## config.mk

```make
export PLATFORM = sky130hd
export DESIGN_NAME = sdram_arb
export DESIGN_NICKNAME = d
export VERILOG_FILES = /design/src/rtl/sdram_arb.sv
export SDC_FILE = /design/constraint.sdc
export NUM_CORES = 1
export LEC_CHECK = 0
export BUFFER_PORTS_ARGS = -buffer_cell sky130_fd_sc_hd__buf_2
export CAP_MARGIN = 20
export CORE_UTILIZATION = 25
export DETAILED_ROUTE_END_ITERATION = 7
export PLACE_DENSITY = 0.56
export SYNTH_ARGS = -nofsm -noshare
export SYNTH_HDL_FRONTEND = slang
export SYNTH_SLANG_ARGS = --single-unit
```

## constraint.sdc

```tcl
create_clock -name clk -period 1.7 [get_ports clk]
set_input_delay 0.085 -clock clk [delete_from_list [all_inputs] [get_ports clk]]
set_output_delay 0.085 -clock clk [all_outputs]
set_load 0.02 [all_outputs]
```

## src/rtl/sdram_arb.sv

```systemverilog
// Two-client round-robin arbiter in front of a single SDRAM interface.
// One transaction in flight at a time, with a watchdog on ack and read-data waits.
module sdram_arb #(
   parameter int BURST   = 1,
   parameter int TIMEOUT = 1023
) (
   input  logic        clk,
   input  logic        rst,
   input  logic        c0_req,
   input  logic        c1_req,
   input  logic        c0_we,
   input  logic        c1_we,
   input  logic [1:0]  c0_bank,
   input  logic [1:0]  c1_bank,
   input  logic [12:0] c0_addr,
   input  logic [12:0] c1_addr,
   input  logic [15:0] c0_wdata,
   input  logic [15:0] c1_wdata,
   output logic        c0_ack,
   output logic        c1_ack,
   output logic [15:0] c0_rdata,
   output logic [15:0] c1_rdata,
   output logic        c0_rdata_vld,
   output logic        c1_rdata_vld,
   output logic        wr_req,
   output logic        rd_req,
   output logic [1:0]  bank,
   output logic [12:0] addr,
   output logic [15:0] wdata,
   input  logic        wr_ack,
   input  logic        rd_ack,
   input  logic [15:0] rdata,
   input  logic        rdata_vld,
   output logic        err,
   output logic        owner
);

   localparam logic [1:0]  IDLE          = 2'd0;
   localparam logic [1:0]  ISSUE         = 2'd1;
   localparam logic [1:0]  RDWAIT        = 2'd2;
   localparam logic [15:0] TIMEOUT_LIMIT = 16'(TIMEOUT);
   localparam logic [7:0]  LAST_BEAT     = 8'(BURST - 1);

   // Per-client views of the request ports, indexed by client number.
   logic [1:0]  req_vec;
   logic [1:0]  we_vec;
   logic [1:0]  bank_vec  [2];
   logic [12:0] addr_vec  [2];
   logic [15:0] wdata_vec [2];
   logic [1:0]  ack_vec;
   logic [1:0]  vld_vec;

   logic [1:0]  state_reg,      state_next;
   logic        last_grant_reg, last_grant_next;
   logic        owner_reg,      owner_next;
   logic        we_reg,         we_next;
   logic [1:0]  bank_reg,       bank_next;
   logic [12:0] addr_reg,       addr_next;
   logic [15:0] wdata_reg,      wdata_next;
   logic [15:0] wd_reg,         wd_next;
   logic [7:0]  beat_reg,       beat_next;

   logic in_issue;
   logic in_rdwait;
   logic match_ack;
   logic ack_fire;
   logic wd_hit;
   logic last_beat;
   logic err_fire;
   logic grant_id;

   assign req_vec      = {c1_req, c0_req};
   assign we_vec       = {c1_we, c0_we};
   assign bank_vec[0]  = c0_bank;
   assign bank_vec[1]  = c1_bank;
   assign addr_vec[0]  = c0_addr;
   assign addr_vec[1]  = c1_addr;
   assign wdata_vec[0] = c0_wdata;
   assign wdata_vec[1] = c1_wdata;

   assign in_issue  = (state_reg == ISSUE);
   assign in_rdwait = (state_reg == RDWAIT);
   assign match_ack = we_reg ? wr_ack : rd_ack;
   assign ack_fire  = in_issue && match_ack;
   assign wd_hit    = (in_issue || in_rdwait) && (wd_reg == TIMEOUT_LIMIT);
   assign last_beat = in_rdwait && rdata_vld && (beat_reg == LAST_BEAT);
   // A completing ack or final beat in the same cycle as the watchdog wins.
   assign err_fire  = wd_hit && !ack_fire && !last_beat;
   assign grant_id  = (&req_vec) ? ~last_grant_reg : req_vec[1];

   always_comb begin
      state_next      = state_reg;
      last_grant_next = last_grant_reg;
      owner_next      = owner_reg;
      we_next         = we_reg;
      bank_next       = bank_reg;
      addr_next       = addr_reg;
      wdata_next      = wdata_reg;
      wd_next         = wd_reg;
      beat_next       = beat_reg;
      case (state_reg)
         IDLE: begin
            if (|req_vec) begin
               owner_next = grant_id;
               we_next    = we_vec[grant_id];
               bank_next  = bank_vec[grant_id];
               addr_next  = addr_vec[grant_id];
               wdata_next = wdata_vec[grant_id];
               wd_next    = '0;
               state_next = ISSUE;
            end
         end
         ISSUE: begin
            wd_next = wd_reg + 16'd1;
            if (ack_fire) begin
               last_grant_next = owner_reg;
               wd_next         = '0;
               beat_next       = '0;
               state_next      = we_reg ? IDLE : RDWAIT;
            end else if (wd_hit) begin
               last_grant_next = owner_reg;
               state_next      = IDLE;
            end
         end
         RDWAIT: begin
            wd_next = wd_reg + 16'd1;
            if (rdata_vld) begin
               beat_next = beat_reg + 8'd1;
            end
            if (last_beat || wd_hit) begin
               state_next = IDLE;
            end
         end
         default: begin
            state_next = IDLE;
         end
      endcase
   end

   always_ff @(posedge clk) begin
      if (rst) begin
         state_reg      <= IDLE;
         last_grant_reg <= 1'b1;
         owner_reg      <= 1'b0;
         we_reg         <= 1'b0;
         bank_reg       <= '0;
         addr_reg       <= '0;
         wdata_reg      <= '0;
         wd_reg         <= '0;
         beat_reg       <= '0;
      end else begin
         state_reg      <= state_next;
         last_grant_reg <= last_grant_next;
         owner_reg      <= owner_next;
         we_reg         <= we_next;
         bank_reg       <= bank_next;
         addr_reg       <= addr_next;
         wdata_reg      <= wdata_next;
         wd_reg         <= wd_next;
         beat_reg       <= beat_next;
      end
   end

   // Acks and read-data valids are steered to the owning client only.
   genvar gi;
   generate
      for (gi = 0; gi < 2; gi++) begin : g_client
         assign ack_vec[gi] = !rst && ack_fire && (owner_reg == 1'(gi));
         assign vld_vec[gi] = !rst && in_rdwait && rdata_vld && (owner_reg == 1'(gi));
      end
   endgenerate

   assign c0_ack       = ack_vec[0];
   assign c1_ack       = ack_vec[1];
   assign c0_rdata_vld = vld_vec[0];
   assign c1_rdata_vld = vld_vec[1];
   assign c0_rdata     = rdata;
   assign c1_rdata     = rdata;

   // Requests fall in the very cycle the ack or timeout is seen.
   assign wr_req = !rst && in_issue && we_reg && !wr_ack && !wd_hit;
   assign rd_req = !rst && in_issue && !we_reg && !rd_ack && !wd_hit;
   assign bank   = rst ? '0 : bank_reg;
   assign addr   = rst ? '0 : addr_reg;
   assign wdata  = rst ? '0 : wdata_reg;
   assign err    = !rst && err_fire;
   assign owner  = owner_reg;

endmodule

```

==> results.cfg <==
[run_status]
status = finished, violations left
violations = negative setup slack

[timing]
setup_viol = 21
relSlewSlack_pct = 72.69
drv_slew = 0
fin_setup_tns_ns = -3.115
finalWorstSetupSlack_ns = -0.4986
period_share_pct = 129.3
finalHoldViolCount = 0
fmax_mhz = 454.8
tightest_slew_ns = 0.4096
period_minus_slack_ns = 2.199
grt_setup_unrepaired = true
finClkSkew_ns = 0.003936

[setup_path]
crit_chain = inv_2 -> ha_4 -> inv_1 -> or4_1 -> nor3_2 -> nand4_1 -> a2111oi_4 -> buf_4
critPathCaptureType = output port
slowest_stage = or4_1
startpoint_type = register
worstPathMaxFanout = 2
critPathRequiredTime_ns = 1.62
r2r_start = state_reg[0]$_SDFFE_PP0P_
ff2ff_setup_slack_ns = -0.22
crit_buf_inv = 3
startpoint = state_reg[0]$_SDFFE_PP0P_
slowest_delay_ns = 0.41
crit_family = simple AND/OR/NAND/NOR gates
arrival_ns = 2.11
path_class = reg2out

[yosys]
synthAdderAreaFrac_pct = 2.164
synth_top_family_by_area = simple AND/OR/NAND/NOR gates
synthFlopType = dfxtp_1
synth-edff-count = 0
synth_area_leader_cell = dfxtp_1
yosysSeqAreaShare_pct = 34.62
synth_simple_gate_area_share_pct = 24.05
synthArstFlopShare_pct = 0
avgSynthCellArea_sq_um = 8.546
synth.area.mux_share_pct = 10.24
synth_top_cells_by_count = nor2_1 (61), dfxtp_1 (60), buf_4 (35)
yosys.area_share.xor_xnor_pct = 2.524
ys_warn_count = 0
synth_compound_area_share_pct = 15.58
yosysTopAreaCellShare_pct = 34.62
ys_ff_latch = 60
synth_area_leaders = dfxtp_1 (35%), mux2i_1 (9.5%), buf_4 (7.6%)
ys_types = 51
yosysMostFrequentCell = nor2_1
syn_area_sq_mm = 0.003470
syn_inst = 406
synth_fp_nets = 499

[power_and_ir_drop]
power_frac_comb_pct = 28.7
irDropWorstVdd_mv = 0.3597
p_leak_nw = 2.055
power.density_mw_per_mm2 = 979.4
netSwitchingPower_w = 0.001430
swShare_pct = 30.06
intPower_w = 0.003327
clkPwrFrac_pct = 37.2
power_frac_seq_pct = 34.2
finalPower_w = 0.004757

[place]
io_buffers = 109
place_congestion = 0.8367
hpwlAfterDp_mm = 6.567
dp.cells = 676

[clock_network]
numCtsBuffers = 9
cts_tree = yes
clock_latency_ns = 0.33
ctsHoldBuffers = 0
clockRootBuffer = clkbuf_16
ctsHtreeMaxLevel = 3
clockBufferDepth = 2
cts.clk_slew.worst_paths_ns = 0.05
cts.sinks = 60

[run]
drv_cap = 0

[detailed_routing]
wirelength_mm = 9.007
antenna_left = 0
vias = 3244
drc = 0
drt-initial-drc-count = 131
dr.pass1.iters = 4
via_per_inst = 4.628
wl_per_cell_um = 12.85

[die]
die_x_um = 119.8
fp.dieH_um = 119.8
core_area_sq_mm = 0.01340
rows = 42
initial_core_util_pct = 25.89
die-area_sq_mm = 0.01435
io_pins = 158

[finish]
drive_gt1_share_pct = 41.33
stdcell_count = 701
area_growth_pct = 39.99
final_util_pct = 36.25
diodes = 0
nets = 613

[global_routing]
grt_pass1_vias = 3086
gr-total-overflow = 0
groute.usage.overall_pct = 12.95
grt_max_degree = 45
grt_pass1_wl_mm = 14.76
antenna_found_initial = 0

[worst_hold_path]
worstHoldStart = rd_ack
hp-class = in2reg
[path summary, 6_finish.rpt]
check / end / cells past startpoint
setup reg to reg: state_reg[0]$_SDFFE_PP0P_ / 9
hold reg to reg: wdata_reg[0]$_SDFFE_PP0P_ / 2
hold / removal: state_reg[1]$_SDFFE_PP0P_ / 3
setup / recovery: err / 8
[layout by cell type (no fill, tap or decap), types with 11 or more instances in the layout]
master,Yosys,layout
a211oi_1,33,33
a21oi_1,13,11
buf_2,3,104
buf_4,35,41
dfxtp_1,60,57
mux2i_1,33,33
nor2_1,61,57
nor2b_1,31,31
[per-stage QoR]
stage	worst slack (ns)	instance area, sq um	hold slack, ns
2_1_floorplan	-0.1869	3550	0.2070
3_3_place_gp	-0.1297	4322	0.1702
3_5_place_dp	-0.1931	4322	0.1702
4_1_cts	-0.5067	4806	0.05372
5_1_grt	-0.5872	4857	0.07925
6_report	-0.4986	4857	0.06838
[power groups by stage]
stage | sequential, W | clock [W] | combinational, W
3_3_place_gp | 0.00165 | 0 | 0.00121
5_1_grt | 0.00164 | 0.00189 | 0.00149
6_report | 0.00163 | 0.00177 | 0.00136
3_5_place_dp | 0.00165 | 0 | 0.00123
2_1_floorplan | 0.00164 | 0 | 0.000889
4_1_cts | 0.00162 | 0.00183 | 0.00134
[area by class of cell]
type | instances | area, sq um
fill | 1372 | 8543
clock inverter | 6 | 55.05
clock buffer | 10 | 229.0
tap | 176 | 220.2
timing repair buffer | 158 | 1010
inverter | 7 | 26.28
multi-input combinational | 284 | 2112
sequential | 60 | 1205
[what timing repair did]
action / in CTS / in global routing
pin swaps: 7 / 9
resized for setup: 35 / 11
buffers inserted: 6 / 4
gates cloned: 1 / 0
endpoints found under the setup margin: 26 / 34
[logic make-up (layout without fill, tap and decap cells)]
logic type,Yosys count,in the layout
fa+ha+maj,6,6
xor+xnor,10,10
flops,60,60
compound gates,76,76
buf+inv,62,181
mux,35,35
simple gates,157,157
[routing by layer]
| metal | track usage (%) | part of all wire [%] |
|---|---|---|
| met1 | 15.70 | 45 |
| met2 | 21.71 | 48 |
| met3 | 3.327 | 5.2 |
| met4 | 5.234 | 1.5 |
| met5 | 0 | 0 |
[worst reg2reg max path: cells and delay by family (launching register included)]
family	cells	cell delay [ns]
DFF	1	0.34
buffers and inverters	3	0.34
and+or+nand+nor	3	0.78
AOI/OAI and AO/OA	2	0.11
adders and majority gates	1	0.26
Power figures use the tool's default switching activity.
